**src/rtl/ota_bitstream_decimator.sv**
```systemverilog
// Synchronises the OTA comparator bit, decimates it over 2^LOG2_WIN cycles into a density sample and counts transitions per window.
// Build option: define OTA_DEC_DEGLITCH_EN to feed the decimator from a registered 3-tap majority of the synchronised bit.
module ota_bitstream_decimator #(
    parameter int LOG2_WIN = 8,
    parameter int OUT_W    = 8
) (
    input  logic             clk,
    input  logic             rst_n,
    input  logic             ena,
    input  logic             ota_in,
    input  logic             run,
    output logic [OUT_W-1:0] sample,
    output logic             sample_valid,
    output logic [7:0]       toggles,
    output logic             busy
);
    // state  | meaning
    // IDLE   | counters cleared, waiting for run
    // SETTLE | 4 cycles flushing synchroniser and deglitch pipeline
    // ACCUM  | counting ones and transitions over one window
    typedef enum logic [1:0] {IDLE, SETTLE, ACCUM} state_t;

    localparam int N = 1 << LOG2_WIN;
    localparam int SHIFT = LOG2_WIN - OUT_W;
    localparam logic [LOG2_WIN:0] ONES_MAX = (LOG2_WIN + 1)'(N - 1);

    state_t              state;
    logic                s_meta;
    logic                s;
    logic                d;
    logic                d_prev;
    logic [1:0]          settle_cnt;
    logic [LOG2_WIN-1:0] phase;
    logic [LOG2_WIN:0]   ones;
    logic [LOG2_WIN:0]   ones_next;
    logic [LOG2_WIN:0]   ones_sat;
    logic [7:0]          tog;
    logic [7:0]          tog_next;
    logic                last_bit;

    always_ff @(posedge clk or negedge rst_n) begin
        if (!rst_n) begin
            s_meta <= 1'b0;
            s      <= 1'b0;
        end else if (ena) begin
            s_meta <= ota_in;
            s      <= s_meta;
        end
    end

`ifdef OTA_DEC_DEGLITCH_EN
    logic s_h1;
    logic s_h2;
    logic d_maj;

    always_ff @(posedge clk or negedge rst_n) begin
        if (!rst_n) begin
            s_h1  <= 1'b0;
            s_h2  <= 1'b0;
            d_maj <= 1'b0;
        end else if (ena) begin
            s_h1  <= s;
            s_h2  <= s_h1;
            d_maj <= (s & s_h1) | (s & s_h2) | (s_h1 & s_h2);
        end
    end

    assign d = d_maj;
`else
    assign d = s;
`endif

    // The first bit of each window has no in-window predecessor, so it never counts as a toggle.
    always_comb begin
        ones_next = ones + {{LOG2_WIN{1'b0}}, d};
        ones_sat  = (ones_next > ONES_MAX) ? ONES_MAX : ones_next;
        tog_next  = tog;
        if ((phase != '0) && (d != d_prev) && (tog != 8'hFF)) begin
            tog_next = tog + 8'd1;
        end
        last_bit = (phase == '1);
    end

    always_ff @(posedge clk or negedge rst_n) begin
        if (!rst_n) begin
            state        <= IDLE;
            settle_cnt   <= 2'd0;
            phase        <= '0;
            ones         <= '0;
            tog          <= 8'd0;
            d_prev       <= 1'b0;
            sample       <= '0;
            toggles      <= 8'd0;
            sample_valid <= 1'b0;
        end else if (!ena) begin
            sample_valid <= 1'b0;
        end else begin
            sample_valid <= 1'b0;
            case (state)
                IDLE: begin
                    phase <= '0;
                    ones  <= '0;
                    tog   <= 8'd0;
                    if (run) begin
                        state      <= SETTLE;
                        settle_cnt <= 2'd3;
                    end
                end
                SETTLE: begin
                    if (!run) begin
                        state <= IDLE;
                    end else if (settle_cnt == 2'd0) begin
                        state <= ACCUM;
                        phase <= '0;
                        ones  <= '0;
                        tog   <= 8'd0;
                    end else begin
                        settle_cnt <= settle_cnt - 2'd1;
                    end
                end
                ACCUM: begin
                    d_prev <= d;
                    if (last_bit) begin
                        sample       <= OUT_W'(ones_sat >> SHIFT);
                        toggles      <= tog_next;
                        sample_valid <= 1'b1;
                        phase        <= '0;
                        ones         <= '0;
                        tog          <= 8'd0;
                        state        <= run ? ACCUM : IDLE;
                    end else if (!run) begin
                        state <= IDLE;
                        phase <= '0;
                        ones  <= '0;
                        tog   <= 8'd0;
                    end else begin
                        phase <= phase + LOG2_WIN'(1);
                        ones  <= ones_next;
                        tog   <= tog_next;
                    end
                end
                default: state <= IDLE;
            endcase
        end
    end

    assign busy = (state == SETTLE) || (state == ACCUM);
endmodule

```
**config.mk**
```make
export PLATFORM = sky130hd
export DESIGN_NAME = ota_bitstream_decimator
export DESIGN_NICKNAME = d
export VERILOG_FILES = /design/src/rtl/ota_bitstream_decimator.sv
export SDC_FILE = /design/constraint.sdc
export NUM_CORES = 1
export LEC_CHECK = 0
export BUFFER_PORTS_ARGS = -buffer_cell sky130_fd_sc_hd__buf_4
export CORE_MARGIN = 4
export CORE_UTILIZATION = 60
export CTS_CLUSTER_DIAMETER = 200
export CTS_CLUSTER_SIZE = 24
export DETAILED_ROUTE_END_ITERATION = 8
export GPL_ROUTABILITY_DRIVEN = 0
export GPL_TIMING_DRIVEN = 0
export PLACE_DENSITY = 0.85
export SKIP_LAST_GASP = 1
export SYNTH_ARGS = -nofsm -noshare
export SYNTH_HDL_FRONTEND = slang
export SYNTH_SLANG_ARGS = --single-unit
```
**constraint.sdc**
```tcl
create_clock -name clk -period 5.1 [get_ports clk]
set_clock_uncertainty 0.1 [all_clocks]
set_input_delay 0.255 -clock clk [delete_from_list [all_inputs] [get_ports clk]]
set_output_delay 0.255 -clock clk [all_outputs]
set_load 0.01 [all_outputs]
```
[Yosys cells after proc, flatten, opt, wreduce, memory -nomap -nowiden]
Cells that the tools add are included.
Storage, ports and cells
  output and inout port bits: 18
  register bits after elaboration: 49
  input port bits: 5
  word-level logic and storage cells: 69
Operators by class
  reduce and logical (&&, ||, !) cells: 13
  order comparisons: 1
  equal/unequal tests: 11
  $add $sub $neg: 4
  mux-type cells: 29
Operators by type and width (number)
  8-bit 2-to-1 mux: 8
  8-bit one-hot mux with 3 select lines: 2
  9-bit 2-to-1 mux: 4
  9-bit one-hot mux with 3 select lines: 1
  2-bit 2-to-1 mux: 9
  8-bit by 1-bit adder with 8-bit output, second input constant: 2
  9-bit by 1-bit adder with 9-bit output: 1
  9-bit by 8-bit greater-than comparator with 1-bit output, second input constant: 1
  8-bit == test, second input constant: 1
  2-bit != test, second input constant: 4
  8-bit != test, second input constant: 1
  4-bit AND reduction: 2
  8-bit nonzero test: 1
  3-bit != test, second input constant: 2
  2-bit one-hot mux with 3 select lines: 1
  5-bit AND reduction: 1
  2-bit zero test: 2
  2-bit one-hot mux with 2 select lines: 1
  1-bit 2-to-1 mux: 3
  3-bit AND reduction: 1
  3-bit nonzero test: 1
  2-bit by 1-bit == test with 1-bit output, second input constant: 1
  2-bit == test, second input constant: 1
  1-bit logical AND: 2
  5 further kinds: 5

[Depth between registers and ports, before layout]
Gate-level depths: netlist (run 1).
  word-level depth: 7
  gate-level depth with buffers: 9

[Worst setup path before layout (run 1)]
No wires, ideal clock.
  path kind: reg2reg
  from: register state[0]
  to: register tog[2]
  data required time: 4931 ps
  arrival time: 2010 ps
  cell stages (with the launch flop): 9
  slack: 2922 ps
  buffers on the path: 1
  period minus slack after synthesis: 2178 ps
  setup time: 69 ps
  path through: dfrtp_1 inv_1 ha_1 nand2_2 or3b_1 buf_2 or2_1 or4_1 nand3_1
On the way
  cells in the longest elaborated chain, start to end: 3
RTL lines
  from (decl): line 27  | state_t state;
  from (signal assigned): line 130  | state <= run ? ACCUM : IDLE;
  2-bit by 1-bit == test with 1-bit output (tied with other cells): line 99  | case (state)
  2-bit != test (no line) / 3-bit nonzero test (equally long branches)
  4-bit AND reduction (no line)
  to (signal assigned): line 139  | tog <= tog_next;
  to (decl): line 37  | logic [7:0] tog;
Parallel ways exist; a longest one is shown, timed or not.
A chain may end at the register's enable or synchronous reset.

[Worst setup path after layout (run 1)]
  from: register state[1]
  to: register tog[3]
Same word-level chain as after synthesis.

==> results of run 1 <==
what timing repair did:
item | in CTS | in global routing
hold buffers | 1 | 0
gates resized for setup | 0 | 0
endpoints found under the hold margin | 49 | 0
cell type report:
type,instances,area (um2)
fill,312,1170
clock buffer,6,82.6
timing repair buffer,22,168
inverter,11,41.3
sequential,49,1230
multi-input combinational,201,1240
tap,50,62.6
clock inverter,2,13.8
buffer,11,78.8
Yosys cell counts (2+ instances only):
| master | count |
|---|---|
| nand2_1 | 31 |
| nor2_1 | 30 |
| a31oi_1 | 4 |
| ha_1 | 11 |
| xor2_1 | 5 |
| nand3_1 | 11 |
| nor3b_1 | 2 |
| nor3_1 | 8 |
| mux2_2 | 6 |
| o21ai_0 | 19 |
| nand4_1 | 2 |
| buf_6 | 3 |
| a21o_1 | 3 |
| xnor2_1 | 13 |
| buf_2 | 2 |
| nand2b_1 | 2 |
| o21ai_1 | 5 |
| dfrtp_1 | 49 |
| inv_1 | 11 |
| clkbuf_1 | 4 |
| a22o_1 | 2 |
| o211ai_1 | 3 |
| a21oi_1 | 16 |
| or4_1 | 4 |
| or3_1 | 3 |
| and3_1 | 5 |
layer usage:
layer	vias to the layer above	global-route usage	wire, um
met2	57	0.341	2350
met5	-	0	0
met1	923	0.266	2260
li1	1001	-	-
met3	7	0.0451	295
met4	0	0.0523	51
registers in the layout, summed over array words and instances (netlist names):
register / count
phase: 8
d: 1
toggles: 8
ones: 9
tog: 8
settle_cnt: 2
sample: 8
s_meta: 1
state: 2
sample_valid: 1
d_prev: 1
power groups by stage:
stage | Combinational [mW] | Clock (mW) | Sequential (mW)
after floorplan | 0.156 | 0 | 0.436
after global placement | 0.203 | 0 | 0.439
after detailed placement | 0.211 | 0 | 0.442
after CTS | 0.214 | 0.244 | 0.434
after global routing | 0.244 | 0.261 | 0.437
final | 0.212 | 0.240 | 0.434
through the flow:
stage	std cells	total power, mW	area [um2]	util
after floorplan	272	0.591	2590	-
after global placement	343	0.642	2810	0.688
after detailed placement	343	0.652	2810	0.688
after CTS	352	0.891	2920	0.714
after global routing	352	0.941	2920	0.714
final	352	0.886	2920	0.714
worst paths after layout:
check                                        from                      to  slack [ns]  cells after the start
min in group asynchronous                   rst_n  toggles[6]$_DFFE_PN0P_        0.40                      2
max                          state[1]$_DFFE_PN0P_      tog[3]$_DFFE_PN0P_        2.64                      9
max in group asynchronous                   rst_n    phase[1]$_DFFE_PN0P_        4.07                      2
min                                        ota_in      s_meta$_DFFE_PN0P_        0.08                      2
min reg2reg                toggles[3]$_DFFE_PN0P_  toggles[3]$_DFFE_PN0P_        0.38                      2
max reg2reg                  state[1]$_DFFE_PN0P_      tog[3]$_DFFE_PN0P_        2.64                      9
logic make-up (layout without fill, tap and decap cells):
logic type,count (synthesis),in the layout,share of synthesized area
buffers and inverters,22,52,0.0464
AO/OA/AOI/OAI,57,57,0.128
adder cells (fa/ha/maj),11,11,0.0531
multiplexers,7,7,0.0299
flip-flops,49,49,0.473
XOR/XNOR,18,18,0.0608
AND/OR/NAND/NOR,108,108,0.209
==> results.ini, run 1 <==
[run_status]
status=completed

[grt]
grt_pass1_wl_mm=8.68
grt_pass1_vias=1941
grt.overflow.total=0
grt_max_degree=50
grt_util_all_layers=0.203
antenna_found_initial=0

[power_and_ir_drop]
switching_share=0.312
p_clk_frac=0.271
p_comb_frac=0.239
p_sw_uw=277
seq_power_share=0.490
vdd_drop_max_v=0.000248
powerDensity_mw_per_mm2=304
power.leakage_nw=1.36
p_int_uw=610

[synth]
ys_ff_latch=49
synthTopCellsByArea=dfrtp_1, ha_1, nand2_1, xnor2_1, nor2_1
syn_area_per_cell_um2=9.53
ys_warn_count=0
synth_area_leader_cell=dfrtp_1
syn_nets=288
yosys.area.top_type_share=0.473
synth_ff_type=dfrtp_1
syn_area_mm2=0.00259
syn_inst=272
synth-edff-count=0
async_reset_ff_frac=1.00
seq_area_frac_synth=0.473
yosysUniqueCellTypes=44

[drt]
drc=0
drtPass1Iterations=4
vias_per_cell=5.65
drt_wl_total_mm=4.96
wl_per_cell_um=14.1
drtIter0Drc=170
via_count=1988
ant_nets=0

[die]
core_mm2=0.00409
fp-row-count=23
dieWidth_um=73.7
pin_count=23
die_area_mm2=0.00543
fp.dieH_um=73.7
start_util=0.634

[cells_and_area]
layout-drive-gt1-share=0.152
layout_common_cells=dfrtp_1, nand2_1, nor2_1, buf_4, o21ai_0
nets=317
area_delta_synth_final_pct=12.6
antenna_cells=0
mostFrequentLayoutCell=dfrtp_1

[timing]
max_slew_margin=0.597
max_freq_mhz=406
fin_ws_ns=2.64
hold_ws_ns=0.0844
slew_violations=0
tightest_slew_ns=0.602
finalCriticalPeriod_ns=2.46
grt_setup_unrepaired=no
fin_crit_sh=0.483
final-setup-viol-count=0
hold_violations=0
tns_ns=0

[setup_path]
path_cells=inv_1, ha_1, nand2b_1, or3b_1, buf_2, nor2_1, buf_4, o21ai_0, a31oi_1
startpoint_type=flip-flop
cp_slowest_stage_delay_ns=0.41
critPathRequiredTime_ns=5.23
slowest_stage=dfrtp_1
worstSetupEndpointType=flip-flop
critPathArrivalTime_ns=2.59
crit_family=simple AND/OR/NAND/NOR gates
critPathBufInv=3
setup.worst_path.class=flip-flop to flip-flop
worst-path-max-fanout=10

[job]
cap_violations=0

[clocking]
numCtsBuffers=5
path_clk_slew_ns=0.09
cts_root_buffer=clkbuf_8
cts_setup_buffers=0
clockBufferDepth=2
clock-sinks=49
cts_tree=done
cts-htree-levels=2
insertion_delay_ns=0.30

[min_path]
hold_class=primary input to flip-flop

[placed_design]
hpwlAfterDp_mm=3.42
io_buffers=21
dp_slack_ns=2.68

Power figures use the tool's default switching activity.
==> run 2, diff against run 1 <==
--- a/config.mk
+++ b/config.mk
@@ -7,13 +7,13 @@
 export LEC_CHECK = 0
 export BUFFER_PORTS_ARGS = -buffer_cell sky130_fd_sc_hd__buf_4
 export CORE_MARGIN = 4
-export CORE_UTILIZATION = 60
+export CORE_UTILIZATION = 59
 export CTS_CLUSTER_DIAMETER = 200
 export CTS_CLUSTER_SIZE = 24
 export DETAILED_ROUTE_END_ITERATION = 8
 export GPL_ROUTABILITY_DRIVEN = 0
 export GPL_TIMING_DRIVEN = 0
-export PLACE_DENSITY = 0.85
+export PLACE_DENSITY = 0.84
 export SKIP_LAST_GASP = 1
 export SYNTH_ARGS = -nofsm -noshare
 export SYNTH_HDL_FRONTEND = slang
==> constraint.sdc (replaced) <==
create_clock -name clk -period 2.3 [get_ports clk]
set_clock_uncertainty 0.1 [all_clocks]
set_input_delay 0.115 -clock clk [delete_from_list [all_inputs] [get_ports clk]]
set_output_delay 0.115 -clock clk [all_outputs]
set_load 0.01 [all_outputs]
==> run 2 against run 1 <==
Combinational power grew to 2.8 times the previous value; sequential power grew 130%; register-to-register slack got worse by 2.6 ns; critical path type unchanged; critical endpoint is now tog[2]$_DFFE_PN0P_.
==> results.ini, run 2 (synthesis results as in run 1) <==
[timing]
grt_setup_unrepaired=yes
slew_violations=0  ; unchanged
final-setup-viol-count=0  ; unchanged
finalCriticalPeriod_ns=2.29  ; -0.167 ns
hold_violations=0  ; unchanged
max_slew_margin=0.595  ; -0.00216
max_freq_mhz=436  ; +7.3%
hold_ws_ns=0.0147  ; -0.0698 ns
tightest_slew_ns=0.608  ; +0.00604 ns
fin_crit_sh=0.997  ; +0.515

[setup_path]
worst_r2r_startpoint=state[0]$_DFFE_PN0P_
cp_slowest_stage_delay_ns=0.48  ; +0.07 ns
setup.worst_path.class=flip-flop to flip-flop
critPathArrivalTime_ns=2.44  ; -0.15 ns
path_cells=inv_4, ha_4, nand2_4, or3b_4, buf_6, or2_4, or4_1, nand3_1
critPathRequiredTime_ns=2.45  ; -2.78 ns
slowest_stage=dfrtp_2
timing.rr.end=tog[2]$_DFFE_PN0P_
reg2reg_depth=8  ; -1
worst-path-max-fanout=6  ; -4
rrSetupSlack_ns=0.006  ; -2.63 ns
worstSetupEndpointType=flip-flop
startpoint_type=flip-flop

[die]
core_mm2=0.00412  ; +0.70%
dieWidth_um=74.3  ; +0.75%
pin_count=23  ; unchanged
die_area_mm2=0.00552  ; +1.5%
start_util=0.630  ; -0.00443
fp.dieH_um=74.3  ; +0.75%
fp-row-count=23  ; unchanged

[cells_and_area]
mostFrequentLayoutCell=dfrtp_1
final_util=0.751  ; +0.0370
antenna_cells=0  ; unchanged
largest_reg_flops=9  ; unchanged
stdcell_area_mm2=0.00309  ; +5.9%
nets=325  ; +2.5%
layout_common_cells=dfrtp_1, nand2_1, nor2_1, buf_4, o21ai_0
largest_register=ones
final_cells=360  ; +2.3%
layout-drive-gt1-share=0.219  ; +0.0670
area_delta_synth_final_pct=19.3

[placed_design]
io_buffers=21  ; unchanged
hpwlAfterDp_mm=3.63  ; +6.0%
placed_area_mm2=0.00281  ; unchanged
dp.cells=343  ; unchanged

[min_path]
hold_class=primary input to flip-flop
whs_path_depth=2  ; unchanged
hold_end=s_meta$_DFFE_PN0P_
worstHoldStart=ena

[clocking]
clock-sinks=49  ; unchanged
cts_root_buffer=clkbuf_8
numCtsBuffers=5  ; unchanged
insertion_delay_ns=0.31  ; about the same
path_clk_slew_ns=0.09  ; about the same
clockBufferDepth=2  ; unchanged
cts-htree-levels=2  ; unchanged
cts_tree=done

[grt]
grt_util_all_layers=0.211  ; +0.00772
grt.overflow.total=0  ; unchanged
grt_max_degree=50  ; unchanged
grt_pass1_vias=2010  ; +3.6%
grt_pass1_wl_mm=8.98  ; +3.4%
antenna_found_initial=0  ; unchanged

[drt]
drtIter0Drc=278  ; +64%
wl_per_cell_um=15.1  ; +7.4%
drt_wl_total_mm=5.45  ; +9.9%
vias_per_cell=5.94  ; +5.3%
drc=0  ; unchanged
drtPass1Iterations=5  ; +1
via_count=2140  ; +7.6%
ant_nets=0  ; unchanged

[run_status]
status=completed

[power_and_ir_drop]
power.leakage_nw=1.40  ; +2.9%
vdd_drop_max_v=0.000508  ; +100%
powerDensity_mw_per_mm2=670  ; +120%

[job]
cap_violations=0  ; unchanged

[run 2: critical path, delay by kind of cell, from the launching register on]
family	cells	cell delay (ns)
buf+inv	2	0.24
fa+ha+maj	1	0.16
flops	1	0.48
simple gates	5	1.25
[run 2: worst max path at each step]
stage	start	to	slack, ns	cells past startpoint
after floorplan	state[0]$_DFFE_PN0P_	tog[2]$_DFFE_PN0P_	0.12	8
after global placement	state[0]$_DFFE_PN0P_	tog[3]$_DFFE_PN0P_	-0.07	9
after detailed placement	state[0]$_DFFE_PN0P_	tog[3]$_DFFE_PN0P_	-0.11	9
after CTS	d$_DFFE_PN0P_	sample[4]$_DFFE_PN0P_	-0.03	8
after global routing	d$_DFFE_PN0P_	sample[7]$_DFFE_PN0P_	-0.07	8
final	state[0]$_DFFE_PN0P_	tog[2]$_DFFE_PN0P_	0.006	8
[run 2: metal layers]
metal  part of all wire  global-route usage
met1               0.43               0.281
met2               0.50               0.344
met3              0.051              0.0459
met4              0.017              0.0751
met5                  0                   0
[run 2: repair_timing]
| action | in CTS | in global routing |
|---|---|---|
| gates resized for setup | 9 | 21 |
| buffers inserted | 1 | 6 |
| setup endpoints to repair | 16 | 25 |
| pin swaps | 0 | 6 |
| hold buffers | 2 | 0 |
| endpoints found under the hold margin | 50 | 0 |
[run 2: area by class of cell]
| type | instances | area [um2] |
|---|---|---|
| multi-input cells | 201 | 1350 |
| clock inverters | 1 | 7.51 |
| flip-flops and latches | 49 | 1230 |
| fillers | 272 | 1020 |
| inverters | 11 | 43.8 |
| repair buffers | 30 | 234 |
| well taps | 50 | 62.6 |
| clock buffers | 7 | 76.3 |
| plain buffers | 11 | 88.8 |
[run 2: power breakdown]
part / total (mW) / switching (mW) / internal (mW)
sequential: 0.984 / 0.0683 / 0.916
clock: 0.503 / 0.287 / 0.216
combinational: 0.583 / 0.313 / 0.269
total: 2.07 / 0.668 / 1.40
[run 2: through the flow]
stage	setup WS [ns]	power [mW]	setup TNS, ns
finish	0.00581	2.07	0
global route	-0.0718	2.19	-0.553
CTS	-0.0294	1.97	-0.181
detailed placement	-0.107	1.45	-0.442
global placement	-0.0729	1.42	-0.115
floorplan	0.122	1.31	0
